## src/rtl/ddr3_wb_traffic_gen.sv

```systemverilog
// ddr3_wb_traffic_gen: pipelined Wishbone master that writes a pattern to 0..LAST_ADDR, reads it back and counts mismatches.
// Define TRAFFIC_GEN_LFSR_EN to replace the address-XOR-SEED pattern with per-lane Galois LFSRs.
module ddr3_wb_traffic_gen #(
  parameter int          WB_ADDR_BITS = 24,
  parameter int          WB_DATA_BITS = 128,
  parameter int          LAST_ADDR    = 1023,
  parameter logic [31:0] SEED         = 32'hA5A5_0000
) (
  input  logic                      i_clk,
  input  logic                      i_rst_n,
  input  logic                      i_start,
  output logic                      o_wb_cyc,
  output logic                      o_wb_stb,
  output logic                      o_wb_we,
  output logic [WB_ADDR_BITS-1:0]   o_wb_addr,
  output logic [WB_DATA_BITS-1:0]   o_wb_data,
  output logic [WB_DATA_BITS/8-1:0] o_wb_sel,
  input  logic                      i_wb_stall,
  input  logic                      i_wb_ack,
  input  logic                      i_wb_err,
  input  logic [WB_DATA_BITS-1:0]   i_wb_data,
  output logic                      o_busy,
  output logic                      o_done,
  output logic                      o_pass,
  output logic [15:0]               o_err_count,
  output logic [WB_ADDR_BITS-1:0]   o_fail_addr
);
  localparam int OW    = $clog2(LAST_ADDR + 2);
  localparam int LANES = WB_DATA_BITS / 32;
  typedef enum logic [2:0] {IDLE, WRITE, WR_DRAIN, GAP, READ, RD_DRAIN, DONE} state_t;
  state_t                  state_q, state_d;
  logic [1:0]              sync_q;
  logic [WB_ADDR_BITS-1:0] addr_q, resp_q, fail_q;
  logic [OW-1:0]           out_q;
  logic [15:0]             err_q;
  logic [WB_DATA_BITS-1:0] wr_pat, exp_w;
  logic                    accept, resp, last, start, rd_phase, bad;
  assign o_wb_stb    = state_q == WRITE || state_q == READ;
  assign o_wb_cyc    = o_wb_stb || state_q == WR_DRAIN || state_q == RD_DRAIN;
  assign o_wb_we     = state_q == WRITE;
  assign o_wb_sel    = '1;
  assign o_wb_addr   = addr_q;
  assign o_wb_data   = o_wb_we ? wr_pat : '0;
  assign o_busy      = !(state_q == IDLE || state_q == DONE);
  assign o_done      = state_q == DONE;
  assign o_pass      = o_done && err_q == 16'd0;
  assign o_err_count = err_q;
  assign o_fail_addr = fail_q;
  assign accept   = o_wb_stb && !i_wb_stall;
  assign last     = addr_q == WB_ADDR_BITS'(LAST_ADDR);
  assign start    = i_start && sync_q[1] && !o_busy;
  // responses only count while the cycle is open, so stale acks after a reset are dropped
  assign resp     = o_wb_cyc && (i_wb_ack || i_wb_err);
  assign rd_phase = state_q == READ || state_q == RD_DRAIN;
  assign bad      = resp && (i_wb_err || (rd_phase && i_wb_data != exp_w));
`ifdef TRAFFIC_GEN_LFSR_EN
  logic [WB_DATA_BITS-1:0] wr_lfsr_q, rd_lfsr_q, seed_v;
  function automatic logic [WB_DATA_BITS-1:0] step(input logic [WB_DATA_BITS-1:0] v);
    step = v;
    for (int i = 0; i < LANES; i++)
      step[i*32 +: 32] = {1'b0, v[i*32+1 +: 31]} ^ (v[i*32] ? 32'h8020_0003 : 32'h0);
  endfunction
  for (genvar g = 0; g < LANES; g++) begin : g_seed
    assign seed_v[g*32 +: 32] = SEED ^ 32'(g);
  end
  always_ff @(posedge i_clk or negedge i_rst_n) begin
    if (!i_rst_n) begin
      wr_lfsr_q <= '0;
      rd_lfsr_q <= '0;
    end else begin
      wr_lfsr_q <= start ? seed_v : (accept && o_wb_we) ? step(wr_lfsr_q) : wr_lfsr_q;
      rd_lfsr_q <= start ? seed_v : (resp && rd_phase) ? step(rd_lfsr_q) : rd_lfsr_q;
    end
  end
  assign wr_pat = wr_lfsr_q;
  assign exp_w  = rd_lfsr_q;
`else
  assign wr_pat = {LANES{32'(addr_q) ^ SEED}};
  assign exp_w  = {LANES{32'(resp_q) ^ SEED}};
`endif
  always_comb begin
    state_d = state_q;
    case (state_q)
      IDLE, DONE: state_d = start ? WRITE : state_q;
      WRITE:      state_d = (accept && last) ? WR_DRAIN : WRITE;
      WR_DRAIN:   state_d = out_q == '0 ? GAP : WR_DRAIN;
      GAP:        state_d = READ;
      READ:       state_d = (accept && last) ? RD_DRAIN : READ;
      RD_DRAIN:   state_d = out_q == '0 ? DONE : RD_DRAIN;
      default:    state_d = IDLE;
    endcase
  end
  always_ff @(posedge i_clk or negedge i_rst_n) begin
    if (!i_rst_n) begin
      state_q <= IDLE;
      sync_q  <= '0;
      addr_q  <= '0;
      resp_q  <= '0;
      out_q   <= '0;
      err_q   <= '0;
      fail_q  <= '0;
    end else begin
      state_q <= state_d;
      sync_q  <= {sync_q[0], 1'b1};
      addr_q  <= (start || state_q == GAP) ? '0 : accept ? (last ? '0 : addr_q + 1'b1) : addr_q;
      resp_q  <= (start || state_q == GAP) ? '0 : resp ? resp_q + 1'b1 : resp_q;
      out_q   <= out_q + OW'(accept) - OW'(resp);
      err_q   <= start ? '0 : (bad && ~&err_q) ? err_q + 16'd1 : err_q;
      fail_q  <= start ? '0 : (bad && err_q == 16'd0) ? resp_q : fail_q;
    end
  end
endmodule

```

## config.mk

```make
export PLATFORM = sky130hd
export DESIGN_NAME = ddr3_wb_traffic_gen
export DESIGN_NICKNAME = d
export VERILOG_FILES = /design/src/rtl/ddr3_wb_traffic_gen.sv
export SDC_FILE = /design/constraint.sdc
export NUM_CORES = 1
export LEC_CHECK = 0
export ABC_AREA = 1
export BUFFER_PORTS_ARGS = -buffer_cell sky130_fd_sc_hd__buf_4
export CAP_MARGIN = 5
export CELL_PAD_IN_SITES_DETAIL_PLACEMENT = 1
export CELL_PAD_IN_SITES_GLOBAL_PLACEMENT = 1
export CORE_UTILIZATION = 37
export DETAILED_ROUTE_END_ITERATION = 10
export PLACE_DENSITY_LB_ADDON = 0.1
export SETUP_SLACK_MARGIN = 0.05
export SYNTH_ARGS = -nofsm -noshare
export SYNTH_HDL_FRONTEND = slang
export SYNTH_SLANG_ARGS = --single-unit
```

## constraint.sdc

```tcl
create_clock -name i_clk -period 4.5 [get_ports i_clk]
set_input_delay 0.45 -clock i_clk [delete_from_list [all_inputs] [get_ports i_clk]]
set_output_delay 0.45 -clock i_clk [all_outputs]
set_load 0.02 [all_outputs]
```

==> insert_results.sql, run 1 <==
INSERT INTO impl_metrics (metric_group, metric, value, unit) VALUES
('outcome', 'run_status', 'finished, final reports clean', ''),
('critical_path', 'rr_startpoint', 'state_q[2]$_DFFE_PN0P_', ''),
('synthesis', 'asr_flop_ratio_synth', '100', '%'),
('timing', 'skew', '0.0113', 'ns'),
('final_layout', 'post_route_cells_drive_above_1_share', '28.0', '%'),
('timing', 'final_period_minus_worst_setup_slack', '3.41', 'ns'),
('timing', 'worstMarginPinSlew', '0.970', 'ns'),
('detailed_routing', 'routedWlPerCell', '15.5', 'um'),
('synthesis', 'synthMostInstantiatedCell', 'nand2_1', ''),
('timing', 'final.period_utilization', '75.8', '%'),
('clocking', 'hold_buffers', '0', ''),
('final_layout', 'area_growth_syn_to_layout', '22.8', '%'),
('timing', 'setup_violations', '0', ''),
('final_layout', 'final_instance_area', '10700', 'um2'),
('synthesis', 'yosys_most_used_dff', 'dfrtp_1', ''),
('synthesis', 'synth_area_per_cell', '7.17', 'um2'),
('floorplan', 'initial_core_util', '38.1', '%'),
('detailed_routing', 'routed-via-count', '8156', ''),
('clocking', 'numCtsBuffers', '9', ''),
('final_layout', 'num-nets-final', '1567', ''),
('floorplan', 'ios', '348', ''),
('clocking', 'sinks_on_clock_net', '104', ''),
('detailed_routing', 'antenna_violating_nets_post_route', '0', ''),
('clocking', 'cts_max_level', '3', ''),
('detailed_routing', 'totalWireLength', '26900', 'um'),
('synthesis', 'synthesis.instances', '1215', ''),
('critical_path', 'worstSetupEndpointType', 'register', ''),
('critical_path', 'r2r_end', 'out_q[10]$_DFF_PN0_', ''),
('global_routing', 'grt_pass1_wl', '42200', 'um'),
('clocking', 'cell_at_the_root_of_the_clock_tree', 'clkbuf_16', ''),
('synthesis', 'top_post_synthesis_cells_by_area', 'dfrtp_1, nand2_1, buf_4, inv_1, nand3_1', ''),
('power_and_ir_drop', 'power.density', '394', 'nW/um2'),
('global_routing', 'number_of_antenna_violations_at_the_first_check_in_global_routing', '0', ''),
('global_routing', 'pin_count_of_the_biggest_net_entering_global_routing', '68', ''),
('global_routing', 'first_global_vias', '8194', ''),
('timing', 'hold_slack', '0.192', 'ns'),
('critical_path', 'required_time_worst_endpoint', '4.75', 'ns'),
('timing', 'rsz0062_at_grt', 'no', ''),
('placed_design', 'gp_congestion', '0.852', ''),
('synthesis', 'synth_area_leader_cell', 'dfrtp_1', ''),
('critical_path', 'worst_r2r_path_depth', '22', ''),
('synthesis', 'yosysSeqAreaShare', '29.9', '%'),
('clocking', 'clk_pin_slew_worst_paths', '0.08', 'ns'),
('synthesis', 'synth.top_cell.area_share', '29.9', '%'),
('critical_path', 'worst-r2r-setup-slack', '1.09', 'ns'),
('clocking', 'cts-root-to-sink-buffers', '2', ''),
('final_layout', 'n_fill_cell', '2981', ''),
('synthesis', 'yosys_cell_types', '51', ''),
('detailed_routing', 'detailed_routing_iterations_pass_1', '4', ''),
('floorplan', 'chipHeight', '155', 'um'),
('critical_path', 'timing.setup.critical_path_class', 'register to register', ''),
('synthesis', 'synth-edff-count', '0', ''),
('job', 'drv.max_cap_violation_count', '0', ''),
('critical_path', 'critical-path-top-cell-by-count', 'nand2_1', ''),
('final_layout', 'instances_no_fill', '1730', ''),
('critical_path', 'critPathArrivalTime', '3.66', 'ns'),
('clocking', 'total_of_cells_resized_after_clock_tree_synthesis', '0', ''),
('synthesis', 'synth_warnings', '0', ''),
('final_layout', 'area.sequential', '2600', 'um2'),
('floorplan', 'fp-row-count', '55', ''),
('synthesis', 'synth.cells.most_frequent', 'nand2_1, buf_4, inv_1', ''),
('min_path', 'worstHoldPathType', 'primary input to asynchronous set/reset pin', ''),
('final_layout', 'multiInputGateArea', '4450', 'um2'),
('timing', 'timing.slew.headroom', '35.3', '%'),
('placed_design', 'io_buffers', '315', ''),
('critical_path', 'crit_path_cell_trace', 'inv_2 > nand3_2 > buf_4 > nand2_1 > inv_2 > nor2_4 > inv_2 > ha_1 > inv_1 > ha_1 > fa_1 > nand3_1 > nand3_1 > nand2_1 > nand2_1 > a21oi_1 > o21ai_0 > a21o_1 > nand2_1 > nand2_1 > nand2_1 > nand2_1', ''),
('detailed_routing', 'detail_route.vias_per_cell', '4.71', ''),
('floorplan', 'dieWidth', '155', 'um'),
('critical_path', 'critPathLaunchType', 'register', ''),
('synthesis', 'syn-cell-area', '8710', 'um2'),
('timing', 'hold_viol', '0', '');
## state kept, by name, summed over array words and instances (netlist names)
| signal | cells |
|---|---|
| o_fail_addr | 24 |
| o_wb_addr | 24 |
| resp_q | 24 |
| o_err_count | 16 |
| out_q | 11 |
| state_q | 3 |
| sync_q | 2 |
## layout by cell type, fill, tap and decap left out, drive strengths merged
cell type | synthesis | routed
buf | 157 | 319
conb | 2 | 33
o311ai | 1 | 1
a22oi | 4 | 4
and3 | 1 | 1
nand3 | 103 | 103
nor4 | 10 | 10
ha | 20 | 20
clkinv | 1 | 5
o211a | 1 | 1
clkbuf | 7 | 9
nor2 | 129 | 129
o21ai | 32 | 32
nor3 | 26 | 26
o22ai | 6 | 6
o31ai | 4 | 4
nand2 | 292 | 292
o21a | 8 | 8
xor2 | 36 | 36
clkinvlp | 0 | 1
a31oi | 5 | 5
xnor2 | 51 | 51
dfrtp | 104 | 104
a21o | 1 | 1
a21oi | 35 | 35
a211oi | 4 | 4
nor2b | 3 | 3
fa | 1 | 1
inv | 152 | 154
nand4 | 18 | 18
and2 | 1 | 1
## worst max path at each step
stage / from / end / cells past startpoint
4_1_cts: state_q[2]$_DFFE_PN0P_ / out_q[10]$_DFF_PN0_ / 22
6_report: state_q[2]$_DFFE_PN0P_ / out_q[10]$_DFF_PN0_ / 22
3_3_place_gp: state_q[2]$_DFFE_PN0P_ / out_q[10]$_DFF_PN0_ / 22
5_1_grt: state_q[2]$_DFFE_PN0P_ / out_q[10]$_DFF_PN0_ / 22
2_1_floorplan: state_q[0]$_DFFE_PN0P_ / out_q[10]$_DFF_PN0_ / 22
3_5_place_dp: state_q[2]$_DFFE_PN0P_ / out_q[10]$_DFF_PN0_ / 22
## critical path: cells and delay by family, from the launching register on
| family | cells | cell delay, ns |
|---|---|---|
| buffers and inverters | 5 | 0.58 |
| AND/OR/NAND/NOR | 11 | 0.86 |
| flip-flops | 1 | 0.46 |
| adder cells (fa/ha/maj) | 3 | 0.87 |
| AO/OA/AOI/OAI | 3 | 0.53 |
## cell families after synthesis
group           Yosys count  synth area share [%]
other cells               2                0.0863
flops                   104                  29.9
fa+ha+maj                21                  3.10
xor+xnor                 87                  8.75
compound gates          101                  7.37
simple gates            583                  30.5
buf+inv                 317                  20.3
## report_power, final
group / total [mW] / internal (mW) / switching [mW] / leakage (nW)
clock: 0.753 / 0.376 / 0.377 / 0.136
combinational: 2.20 / 0.839 / 1.36 / 4.12
sequential: 1.26 / 1.08 / 0.178 / 1.40
total: 4.21 / 2.30 / 1.92 / 5.66
## stage by stage
step | worst slack [ns] | util, %
after global placement | 1.21 | 45.6
after CTS | 1.05 | 46.8
after detailed placement | 1.07 | 45.6
final | 1.09 | 46.8
after floorplan | 1.37 | -
after global routing | 0.765 | 46.8
## layout make-up
type | instances | share of cell area (%)
Timing Repair Buffer | 319 | 22.4
Inverter | 153 | 5.45
Sequential cell | 104 | 24.3
Clock inverter | 7 | 0.421
Multi-Input combinational cell | 825 | 41.6
Tap cell | 313 | 3.66
Clock buffer | 9 | 2.11
## routing by layer
metal  vias up  track usage, %  wire length [um]
li1       4053               -                 -
met1      3840            25.3             10800
met2       243            41.9             14000
met3        20            5.01              1670
met4         0            4.72               368
met5         -               0                 0
No activity file was read; power rests on OpenSTA's default activity.
==> run 2, diff against run 1 <==
Settings changed: CORE_UTILIZATION 37 to 31.
Clock period 4.5 ns to 3.12 ns, I/O delays scaled along.
==> run 2 against run 1 <==
  * The run now ends with hold timing left
  * Critical path depth shrank 3
  * Clock-buffer cell count did not move
  * Final cell count increased by 4.1%
  * Combinational power up 49%
  * Register-to-register slack worse by 0.83 ns
  * Sequential power increased by 43%
==> insert_results.sql, run 2 (synthesis results as in run 1) <==
INSERT INTO impl_metrics (metric_group, metric, value, unit) VALUES
('clocking', 'cell_at_the_root_of_the_clock_tree', 'clkbuf_16', ''),
('power_and_ir_drop', 'cellInternalPower', '3.63', 'mW'),
('power_and_ir_drop', 'irDropWorstVdd', '0.313', 'mV'),
('clocking', 'clk-insertion-delay-late', '0.36', 'ns'),
('final_layout', 'num-nets-final', '1579', ''),
('clocking', 'clk_pin_slew_worst_paths', '0.07', 'ns'),
('power_and_ir_drop', 'leakagePower', '5.76', 'nW'),
('clocking', 'sinks_on_clock_net', '104', ''),
('clocking', 'hold_buffers', '0', ''),
('global_routing', 'grt_pass1_wl', '42800', 'um'),
('critical_path', 'timing.setup.critical_path_class', 'register to register', ''),
('final_layout', 'n_fill_cell', '3511', ''),
('global_routing', 'grt_overflow', '0', ''),
('placed_design', 'place.detailed.hpwl', '21900', 'um'),
('final_layout', 'area_growth_syn_to_layout', '26.2', '%'),
('final_layout', 'n_antenna_cell', '0', ''),
('floorplan', 'dieWidth', '170', 'um'),
('floorplan', 'ios', '348', ''),
('global_routing', 'pin_count_of_the_biggest_net_entering_global_routing', '47', ''),
('min_path', 'worstHoldPathType', 'primary input to asynchronous set/reset pin', ''),
('timing', 'skew', '0.0101', 'ns'),
('power_and_ir_drop', 'total_power', '6.44', 'mW'),
('timing', 'setup_violations', '0', ''),
('detailed_routing', 'routedWlPerCell', '15.1', 'um'),
('timing', 'worstMarginPinSlew', '0.674', 'ns'),
('clocking', 'tritoncts', 'yes', ''),
('global_routing', 'overall_routing_resource_usage', '18.8', '%'),
('global_routing', 'first_global_vias', '8287', ''),
('detailed_routing', 'drc', '0', ''),
('placed_design', 'io_buffers', '315', ''),
('job', 'drv.max_cap_violation_count', '0', ''),
('critical_path', 'critPathArrivalTime', '3.12', 'ns'),
('timing', 'final_period_minus_worst_setup_slack', '2.86', 'ns'),
('outcome', 'violations', 'hold timing', ''),
('critical_path', 'required_time_worst_endpoint', '3.38', 'ns'),
('clocking', 'cts-root-to-sink-buffers', '2', ''),
('critical_path', 'crit_path_cell_trace', 'buf_4 > o21ai_1 > nand2_2 > o21a_4 > ha_1 > inv_1 > ha_2 > fa_2 > nand3_1 > nand3_2 > nand2_1 > nand2_1 > a21oi_2 > o21ai_2 > a21o_1 > nand2_1 > nand2_1 > nand2_1 > nand2_1', ''),
('floorplan', 'core_area', '27300', 'um2'),
('floorplan', 'fp-row-count', '60', ''),
('critical_path', 'worst-r2r-setup-slack', '0.26', 'ns'),
('critical_path', 'worstSetupEndpointType', 'register', ''),
('critical_path', 'r2r_end', 'out_q[10]$_DFF_PN0_', ''),
('critical_path', 'crit_path_start', 'state_q[2]$_DFFE_PN0P_', ''),
('detailed_routing', 'detailed_routing_iterations_pass_1', '4', ''),
('timing', 'tns', '0', 'ns'),
('detailed_routing', 'drt_iter0_markers', '279', ''),
('placed_design', 'gp_congestion', '0.790', ''),
('clocking', 'numCtsBuffers', '9', ''),
('timing', 'timing.slew.headroom', '55.0', '%'),
('critical_path', 'cp_max_fo', '5', ''),
('power_and_ir_drop', 'power.clock.fraction', '21.1', '%'),
('power_and_ir_drop', 'power.density', '586', 'nW/um2'),
('final_layout', 'final_common_cell', 'buf_4', ''),
('timing', 'rsz0062_at_grt', 'no', ''),
('critical_path', 'slowest_delay', '0.41', 'ns'),
('power_and_ir_drop', 'power_switching_share', '43.7', '%'),
('timing', 'hold_slack', '-0.0135', 'ns'),
('critical_path', 'critical-path-top-cell-by-count', 'nand2_1', ''),
('global_routing', 'number_of_antenna_violations_at_the_first_check_in_global_routing', '0', ''),
('power_and_ir_drop', 'share_seq_of_total_power', '28.0', '%'),
('critical_path', 'worst_r2r_path_depth', '19', ''),
('timing', 'final.period_utilization', '91.7', '%'),
('detailed_routing', 'routed-via-count', '8179', ''),
('critical_path', 'critical_path.slowest_cell', 'dfrtp_1', ''),
('critical_path', 'rr_startpoint', 'state_q[2]$_DFFE_PN0P_', ''),
('final_layout', 'mostFrequentLayoutCells', 'buf_4, nand2_1, inv_1', ''),
('detailed_routing', 'antenna_violating_nets_post_route', '0', ''),
('detailed_routing', 'detail_route.vias_per_cell', '4.54', ''),
('timing', 'clock.fmax', '349', 'MHz'),
('clocking', 'cts_max_level', '3', ''),
('timing', 'hold_viol', '12', ''),
('critical_path', 'critPathLaunchType', 'register', ''),
('power_and_ir_drop', 'total_switching_power', '2.82', 'mW'),
('floorplan', 'dieArea', '28800', 'um2'),
('final_layout', 'post_route_cells_drive_above_1_share', '29.3', '%'),
('floorplan', 'initial_core_util', '32.0', '%'),
('outcome', 'run_status', 'complete, but fails checks', ''),
('floorplan', 'chipHeight', '170', 'um'),
('detailed_routing', 'totalWireLength', '27200', 'um'),
('timing', 'final_max_slew_viol_count', '0', ''),
('power_and_ir_drop', 'power_frac_comb', '51.0', '%');
[run 2: worst max-delay path by stage]
stage,to,slack [ns],cells past startpoint
3_5_place_dp,out_q[10]$_DFF_PN0_,0.05,21
3_3_place_gp,out_q[10]$_DFF_PN0_,0.17,19
4_1_cts,out_q[10]$_DFF_PN0_,0.06,19
5_1_grt,out_q[10]$_DFF_PN0_,0.02,21
6_report,out_q[10]$_DFF_PN0_,0.26,19
2_1_floorplan,out_q[10]$_DFF_PN0_,0.07,22
[run 2: cell type report]
type	instances	area, um2	share of cell area [%]
inverter	153	586	5.33
timing repair buffer	331	2500	22.7
clock inverter	7	118	1.07
multi-input combinational	825	4490	40.9
sequential	104	2600	23.7
tap	372	465	4.24
clock buffer	9	225	2.05
[run 2: per-stage QoR]
stage	worst slack, ns	utilization (%)	std cells	hold slack, ns	cell area, um2
floorplan	0.0675	-	1246	0.0164	8830
global placement	0.169	38.9	1783	0.338	10600
detailed placement	0.0489	38.9	1783	0.341	10600
CTS	0.0564	40.1	1799	0.0134	10900
global route	0.0193	40.3	1801	0.0301	11000
finish	0.258	40.3	1801	-0.0135	11000
[run 2: power groups by stage]
stage	registers [mW]	logic, mW	clock network (mW)
2_1_floorplan	1.81	2.39	0
3_3_place_gp	1.82	3.22	0
3_5_place_dp	1.83	3.27	0
4_1_cts	1.80	3.28	1.38
5_1_grt	1.83	3.64	1.44
6_report	1.80	3.28	1.36
[run 2: timing repair]
item / 4_1_cts / 5_1_grt
buffers inserted: 0 / 2
gates resized for setup: 1 / 10
pin swaps: 0 / 4
setup endpoints to repair: 1 / 1
gates cloned: 0 / 0
[run 2: per-layer routing]
metal	share of wire, %	global-route usage (%)	up-vias
met1	43	23.2	3841
met4	1.0	4.07	0
li1	-	-	4079
met3	5.3	3.22	18
met2	50	34.1	241
met5	0	0	-
[run 2: worst max-delay path, delay by kind of cell (launching register included)]
family,cells,cell delay (ns)
buffers and inverters,2,0.21
flip-flops,1,0.41
adder cells (fa/ha/maj),3,0.82
AO/OA/AOI/OAI,5,0.70
AND/OR/NAND/NOR,9,0.61
